`src/rtl/memoredf_pkg.sv`:
```
// Shared FSM states and default sizing for the budget arbiter.
// No logic or latency of its own; no flow control.
package memoredf_pkg;
   typedef enum logic [1:0] {
      IDLE   = 2'd0,
      GRANT  = 2'd1,
      UPDATE = 2'd2
   } state_t;

   localparam int DEFAULT_NUMBER_OF_QUEUES = 4;
   localparam int DEFAULT_REGISTER_SIZE    = 32;
endpackage

```
`src/rtl/rr_priority_picker.sv`:
```
// Round-robin find-first over eligible queues, starting the search at ptr.
// Purely combinational (0 cycles); no flow control.
module rr_priority_picker
   import memoredf_pkg::*;
#(
   parameter int NUMBER_OF_QUEUES = DEFAULT_NUMBER_OF_QUEUES
) (
   input  logic [NUMBER_OF_QUEUES-1:0]         eligible,
   input  logic [$clog2(NUMBER_OF_QUEUES)-1:0] ptr,
   output logic                                found,
   output logic [$clog2(NUMBER_OF_QUEUES)-1:0] index
);
   localparam int IW = $clog2(NUMBER_OF_QUEUES);

   logic [IW-1:0] cand;

   // Walk from the farthest offset down so the nearest hit to ptr wins.
   always_comb begin
      found = 1'b0;
      index = '0;
      cand  = '0;
      for (int k = NUMBER_OF_QUEUES - 1; k >= 0; k--) begin
         cand = ptr + IW'(k);
         if (eligible[cand]) begin
            found = 1'b1;
            index = cand;
         end
      end
   end
endmodule

```
`src/rtl/budget_arbiter.sv`:
```
// Round-robin queue arbiter with per-queue grant budgets replenished every period cycles.
// Grant 1 cycle after eligibility, pop pulse 1 cycle after consumed; grant held until consumed.
module budget_arbiter
   import memoredf_pkg::*;
#(
   parameter int NUMBER_OF_QUEUES = DEFAULT_NUMBER_OF_QUEUES,
   parameter int REGISTER_SIZE    = DEFAULT_REGISTER_SIZE
) (
   input  logic                                      clock,
   input  logic                                      reset,
   input  logic [NUMBER_OF_QUEUES-1:0]               empty,
   input  logic [NUMBER_OF_QUEUES*REGISTER_SIZE-1:0] budgets,
   input  logic [REGISTER_SIZE-1:0]                  period,
   input  logic                                      consumed,
   output logic [$clog2(NUMBER_OF_QUEUES)-1:0]       id,
   output logic                                      enable,
   output logic [NUMBER_OF_QUEUES-1:0]               hasBeenConsumed,
   output logic [NUMBER_OF_QUEUES-1:0]               depleted,
   output logic                                      period_start
);
   localparam int N  = NUMBER_OF_QUEUES;
   localparam int R  = REGISTER_SIZE;
   localparam int IW = $clog2(N);

   state_t         state;
   logic [IW-1:0]  ptr;
   logic [R-1:0]   counter;
   logic [R-1:0]   remaining [N];
   logic           regulating;
   logic [N-1:0]   eligible;
   logic           found;
   logic [IW-1:0]  pick;
   logic           wrap;

   function automatic logic [R-1:0] sat_dec(input logic [R-1:0] v);
      return (v == '0) ? '0 : v - R'(1);
   endfunction

   // >= rather than == so a shrunk period wraps on the very next cycle.
   assign wrap = (period != '0) && (counter >= period - R'(1));

   always_comb begin
      eligible = '0;
      depleted = '0;
      for (int i = 0; i < N; i++) begin
         eligible[i] = !empty[i] && ((period == '0) || (remaining[i] != '0));
         depleted[i] = regulating && (remaining[i] == '0);
      end
   end

   rr_priority_picker #(.NUMBER_OF_QUEUES(N)) u_picker (
      .eligible (eligible),
      .ptr      (ptr),
      .found    (found),
      .index    (pick)
   );

   always_ff @(posedge clock or negedge reset) begin
      if (!reset) begin
         counter      <= '0;
         period_start <= 1'b0;
         regulating   <= 1'b0;
      end else begin
         regulating <= (period != '0);
         if (period == '0) begin
            counter      <= '0;
            period_start <= 1'b0;
         end else if (wrap) begin
            counter      <= '0;
            period_start <= 1'b1;
         end else begin
            counter      <= counter + R'(1);
            period_start <= 1'b0;
         end
      end
   end

   // A replenish landing on the UPDATE cycle still charges the granted queue.
   always_ff @(posedge clock or negedge reset) begin
      if (!reset) begin
         for (int i = 0; i < N; i++) remaining[i] <= '0;
      end else begin
         for (int i = 0; i < N; i++) begin
            if (wrap) begin
               if (state == UPDATE && id == IW'(i))
                  remaining[i] <= sat_dec(budgets[i*R +: R]);
               else
                  remaining[i] <= budgets[i*R +: R];
            end else if (state == UPDATE && period != '0 && id == IW'(i)) begin
               remaining[i] <= sat_dec(remaining[i]);
            end
         end
      end
   end

   always_ff @(posedge clock or negedge reset) begin
      if (!reset) begin
         state           <= IDLE;
         ptr             <= '0;
         id              <= '0;
         enable          <= 1'b0;
         hasBeenConsumed <= '0;
      end else begin
         case (state)
            IDLE: begin
               hasBeenConsumed <= '0;
               if (found) begin
                  id     <= pick;
                  enable <= 1'b1;
                  state  <= GRANT;
               end
            end
            GRANT: begin
               if (consumed) begin
                  enable          <= 1'b0;
                  hasBeenConsumed <= N'(1) << id;
                  state           <= UPDATE;
               end
            end
            UPDATE: begin
               hasBeenConsumed <= '0;
               ptr             <= id + IW'(1);
               state           <= IDLE;
            end
            default: begin
               enable          <= 1'b0;
               hasBeenConsumed <= '0;
               state           <= IDLE;
            end
         endcase
      end
   end
endmodule

```
`config.mk`:
```
export PLATFORM = sky130hd
export DESIGN_NAME = budget_arbiter
export DESIGN_NICKNAME = d
export VERILOG_FILES = /design/src/rtl/memoredf_pkg.sv /design/src/rtl/rr_priority_picker.sv /design/src/rtl/budget_arbiter.sv
export SDC_FILE = /design/constraint.sdc
export NUM_CORES = 1
export LEC_CHECK = 0
export CORE_UTILIZATION = 25
export DETAILED_ROUTE_END_ITERATION = 16
export DONT_BUFFER_PORTS = 1
export MAX_ROUTING_LAYER = met4
export PLACE_DENSITY = 0.37
export SLEW_MARGIN = 15
export SYNTH_ARGS = -nofsm -noshare
export SYNTH_HDL_FRONTEND = slang
export SYNTH_SLANG_ARGS = --single-unit
```
`constraint.sdc`:
```
create_clock -name clock -period 3.2 [get_ports clock]
set_input_delay 0.48 -clock clock [delete_from_list [all_inputs] [get_ports clock]]
set_output_delay 0.48 -clock clock [all_outputs]
set_load 0.01 [all_outputs]
```
* Yosys cells after proc, flatten, opt, wreduce, memory -nomap -nowiden
Index checks and enable logic that the tools add are counted.
** Storage, ports and cells
- Register bits after elaboration :: 173
- Input bits :: 167
- Output and inout bits :: 12
- Word-level logic and storage cells :: 137
** Cells by class
- Add/sub/neg operators :: 14
- Order comparisons :: 5
- Eq/ne operators :: 7
- Shift operators :: 1
- Muxes and demuxes :: 48
- Bitwise operators :: 1
- Reductions and logical operators :: 49
** Operators by type and width (count)
- 2-to-1 mux 32 bit :: 22
- logical NOT 32 bit :: 9
- subtractor 32 x 1 -> 32 bit (second input constant) :: 9
- nonzero test 32 bit :: 5
- adder 32 x 1 -> 32 bit (second input constant) :: 1
- >= comparator 32 bit :: 1
- logical AND 1 bit :: 18
- less-than comparator 2 x 3 -> 1 bit (second input constant) :: 4
- 2-to-1 mux 1 bit :: 12
- 2-to-1 mux 2 bit :: 6
- binary-select mux 1 bit (select 2 bit) :: 4
- 2-to-1 mux 4 bit :: 2
- nonzero test 2 bit :: 4
- equality test 2 bit (second input constant) :: 3
- adder 2 x 1 -> 2 bit (second input constant) :: 2
- adder 2 bit (second input constant) :: 2
- equality test 2 x 1 -> 1 bit (second input constant) :: 2
- logical NOT 1 bit :: 4
- logical NOT 2 bit :: 2
- logical OR 1 bit :: 4
- != test 2 bit (second input constant) :: 2
- case mux 2 bit (2 select lines) :: 1
- AND reduction 2 bit :: 2
- << shifter 1 x 2 -> 4 bit (first input constant) :: 1
- 3 further kinds :: 3

* Logic depth before layout (Yosys ltp)
- Word-level depth :: 11
- Mapped depth :: 18
- Depth with buffers taken out :: 16

* Cells and area by module
A second synthesis with hierarchy kept.
** Unflattened totals
- Cells, all modules :: 1692
- Area, all modules :: 13573.0 um^2
** Modules (own cells, without submodules)
- budget_arbiter :: instances 1, cells each 1679, area an instance 13495.4 um^2, seq. area each 4329.2 um^2
- rr_priority_picker :: instances 1, cells each 13, area an instance 77.6 um^2, seq. area each 0.0 um^2

* Worst setup path after synthesis
No wires, ideal clock.
- Path type :: in2reg
- Start :: input port period[11]
- End :: register remaining[12] (netlist name)
- Library setup time :: 0.125 ns
- Arrival :: 3.901 ns
- Required time :: 3.075 ns
- Setup slack :: -0.826 ns
- Cell stages on the path :: 16
- Buffers on the path :: 1
- Cells stage by stage :: nor4_1 > inv_1 > nor2_1 > nand2_1 > or2_2 > nand2b_1 > nor4_1 > xnor2_1 > ha_1 > nand4_1 > or2_2 > a2111oi_0 > a21oi_1 > nor2_2 > buf_6 > mux2_2
** Between the ends
- Cells in the longest elaborated chain, start to end :: 4
- Elaborated cells between the ends (all ways) :: 8
- Classes of those cells :: 1 x add/sub; 1 x order compare; 1 x mux; 5 x reduce/logical
** Ends and longest elaborated chain
- from (decl) :: line budget_arbiter.sv:13 : input logic [REGISTER_SIZE-1:0] period,
- subtractor 32 x 1 -> 32 bit or nonzero test 32 bit (tied branches) :: line budget_arbiter.sv:40, budget_arbiter.sv:89
- >= comparator 32 bit or logical AND 1 bit (tied branches) :: line budget_arbiter.sv:40, budget_arbiter.sv:89
- logical AND 1 bit (on tied branches) :: line budget_arbiter.sv:40, budget_arbiter.sv:89
- 2-to-1 mux 32 bit or nonzero test 2 bit (tied branches)
- to (signal, indexed assignment) :: line budget_arbiter.sv:86 : remaining[i] <= sat_dec(budgets[i*R +: R]);
- to (signal, indexed assignment) :: line budget_arbiter.sv:88 : remaining[i] <= budgets[i*R +: R];
- to (signal, indexed assignment) :: line budget_arbiter.sv:90 : remaining[i] <= sat_dec(remaining[i]);
- to (decl) :: line budget_arbiter.sv:28 : logic [R-1:0] remaining [N];
Parallel ways exist; a longest one is shown, timed or not.
A chain may end at the register's enable or synchronous reset.

* Worst setup path after layout
- Start :: input port period[5]
- End :: register remaining[54] (netlist name)
Same word-level chain as after synthesis.

==> impl_results.md <==
- Status: finished, violations left
- Failing checks: hold timing, setup timing
- Core outline area: 56710 um2
- TritonCTS clock tree: yes
- Vias: 13214
- Vias per cell: 4.936
- Routed len/inst: around 18 um
- Syn Area/Cell: 8.155 um2
- Slew Limit Fails: 0
- Number of I/O pins: 179
- Pwr Density: 562.4 nW/um2
- Final hold vios: around 170
- Logic gate share of total power: 35.3%
- Iteration count of the initial detailed-routing pass: 5
- Met1 wire length: 21.59 mm
- DR WL met2: 22.60 mm
- Antenna cells: 0
- Most frequent cells in the layout: nand2_1, nor2_1, dfrtp_1
- Row cnt: 87
- H-Tree Depth: 4
- Nature of the critical path endpoint: flop
- Slew HR: 59.34%
- Post-layout min period: approximately 3.3 ns
- Global-route wire length before repair: 75.44 mm
- Filler Cells Inserted: 6040
- Synthesized Nets: 1986
- Main synth FF type: dfrtp_1
- Worst Reg2Reg Path Length in Cells: 11
- Grt ovf: 0
- Int Power: about 6100 uW
- Crit start category: primary input
- Area Growth Syn to Fin: 21.42%
- RSZ-0062 raised after global routing: true
- Clk sinks: 173
- Die area: 58770 um2
- Pre-CTS WS: -0.8568 ns
- Critical-path cell list: nor3_4 -> nand4_1 -> nor2_4 -> nand2_2 -> or2_4 -> buf_4 -> nor3_2 -> xnor2_1 -> ha_1 -> a21o_1 -> a21o_1 -> a21oi_2 -> o221ai_1 -> a21oi_2 -> nor2_4 -> buf_4 -> buf_12 -> mux2_4
- Syn Inst Count: ~1800
- Part of the power in the clock network: 22.0%
- DRC: 0
- Crit-path max FO: 6
- Worst-margin pin slew: 0.6043 ns
- F_max: 300.4 MHz
- Post-layout instance area: 17550 um2
- CTS Buf Count: 17
- Root Buffer: clkbuf_16
- Switching power: approximately 3800 uW
- Iteration-0 DRC Markers: 662
- DP Wirelength: 36.12 mm
- Flops & latches, synth: 173
- CTS Buffer Depth: 2
- Hold crit path type: in -> async
- All-Layer GR Usage: between 10% and 20%
- Reg power frac: 42.7%
- Static Leak: 0.006766 uW
- Worst hold slack: -0.3082 ns
- Final setup vio count: 114
- Synth area leaders: dfrtp_1, mux2i_1, nor3_1
- Synthesized area: 14450 um2
- Asr flop ratio synth: 100.0%
- Die Y: ~240 um
- Antenna Nets Post-Route: 0
- Post-Route WL: between 40 and 50 mm
- Final GP Congestion: ~0.82
- Setup ws final: -0.1285 ns
- Total Power: a little under 10000 uW
- Die width: ~240 um
- Top Layer Used: met4
- Crit share post-route: 104.0%
- Worst r2r src: id[1]
- Yosys warning count: 0
- Area leader, netlist: dfrtp_1
- Post-synth EDFFs: 0
- CP Data Required Time: 3.57 ns
- Post-synth top area share: 29.96%
- CP max-delay cell: mux2_4
- Share of the yosys chip area belonging to registers: between 20% and 30%
- Setup Skew: 0.01329 ns
- CP delay by family, top: simple AND/OR/NAND/NOR gates
- Vias in the first global route: ~13000
- FF-to-FF setup slack: 0.12 ns
- Unique masters post-synth: 76
- Antenna violations before repair: 0
- Crit path kind: in -> reg
- RR Endpoint: remaining[60]
- Commonest non-fill, non-tap cell in the layout: nand2_1
- Layout net count: 2123
- Clk_lat worst skew: 0.49 ns
- Switching share of power: 38.35%
- Peak supply drop: between 0.0004 and 0.0005 V
- Worst path bufs/invs: 3
- Worst path max stage delay: 0.29 ns
- Largest net degree at the start of global routing: 174
- Clock slew at reported path FFs: approximately 0.07 ns
- Port-buffer cells: 0
- WL met3: 2.215 mm
- Starting Density: 25.48%
- Layout cell share with drive strength beyond 1: 16.14%
- Placed inst area: 16490 um2
- Max cap viols: 0
- CP arrival: ~3.7 ns
sequential cells by signal (all words and copies together) (netlist names):
name and flops:
remaining 128, id 2, counter 32, ptr 2, state 2, hasBeenConsumed 4
regulating 1, period_start 1, enable 1
kinds of logic (layout without fill, tap and decap cells):
family	Yosys count	after routing	share of synthesized area, %
xor+xnor	160	160	9.697
flops	173	173	29.96
simple gates	865	865	30.61
compound gates	271	271	11.11
mux	155	155	10.81
buf+inv	101	250	3.758
fa+ha+maj	47	47	4.069
layer usage:
layer / up-vias / track usage [%]
li1: 6706 / -
met1: 6276 / 20.55
met2: 205 / 27.13
met3: 27 / 4.265
met4: 0 / 4.486
met5: - / -
cells in the mapped netlist, types with 3 or more instances:
cell,count
o21ai_1,4
a31oi_1,6
dfrtp_1,173
xor2_1,86
a22oi_1,21
nand4_1,16
nand2b_1,15
nor3_1,151
buf_2,7
a21o_1,9
nor2_1,186
a2bb2oi_1,4
mux2_1,4
or4_4,3
o31a_1,3
or3_1,49
or4_1,34
and3_1,13
a211oi_1,4
nand3_1,51
a21oi_1,113
and3b_1,5
and2_1,9
o21a_1,3
a32oi_1,3
mux2i_1,147
ha_1,47
nand4b_1,4
mux2_2,4
o21ai_0,78
nor4_1,70
clkbuf_1,38
nand3b_1,10
nand2_1,193
nor2b_1,7
buf_6,18
xnor2_1,74
or2_2,14
nor3b_1,12
inv_1,32
o31ai_1,7
worst max-delay path by stage:
stage	from	endpoint	slack [ns]	depth (start not counted)
final	period[5]	remaining[54]	-0.13	18
after floorplan	period[2]	remaining[12]	-0.40	16
after global routing	period[2]	remaining[54]	-0.32	18
after global placement	period[5]	remaining[82]	-0.81	18
after CTS	period[5]	remaining[54]	-0.11	18
after detailed placement	period[5]	remaining[73]	-0.86	18
worst register-to-register path, stage by stage (launching register included):
cell	delay [ns]
dfrtp_1	0.36
buf_4	0.18
ha_1	0.23
and3b_1	0.38
nand4_1	0.42
nor3_1	0.38
buf_4	0.20
nand2_1	0.10
nor4_1	0.28
xor2_1	0.24
nand2_1	0.09
mux2i_1	0.16
power by group through the flow:
stage,sequential [uW],combinational [uW],clock (uW)
after floorplan,3930,2420,0
after global placement,4220,3290,0
after detailed placement,4210,3350,0
after CTS,4200,3480,2290
after global routing,4390,3920,2360
final,4210,3480,2170
timing repair:
action / CTS / global route
resized for setup: 34 / 21
endpoints found under the setup margin: 166 / 167
pin swaps: 22 / 3
hold endpoints to repair: 173 / 173
cloned: 2 / 2
buffers inserted: 20 / 4
metrics by stage:
step | TNS, ns | hold slack (ns) | util (%) | std cells
after floorplan | -54.29 | 0.1844 | - | 1772
after global placement | -119.04 | 0.1930 | 29.08 | 2623
after detailed placement | -124.94 | 0.1944 | 29.08 | 2623
after CTS | -4.945 | -0.3589 | 30.75 | 2673
after global routing | -37.93 | -0.3518 | 30.94 | 2677
final | -3.610 | -0.3082 | 30.94 | 2677
area by class of cell:
class / instances / area, um2 / area share [%]
clock buffer: 19 / 442.9 / 2.524
clock inverter: 12 / 140.1 / 0.7986
inverter: 33 / 125.1 / 0.7131
multi-input combinational: 1498 / 9903 / 56.44
sequential: 173 / 4329 / 24.67
tap: 756 / 945.9 / 5.391
timing repair buffer: 186 / 1660 / 9.462
(Power assumes the default switching activity.)
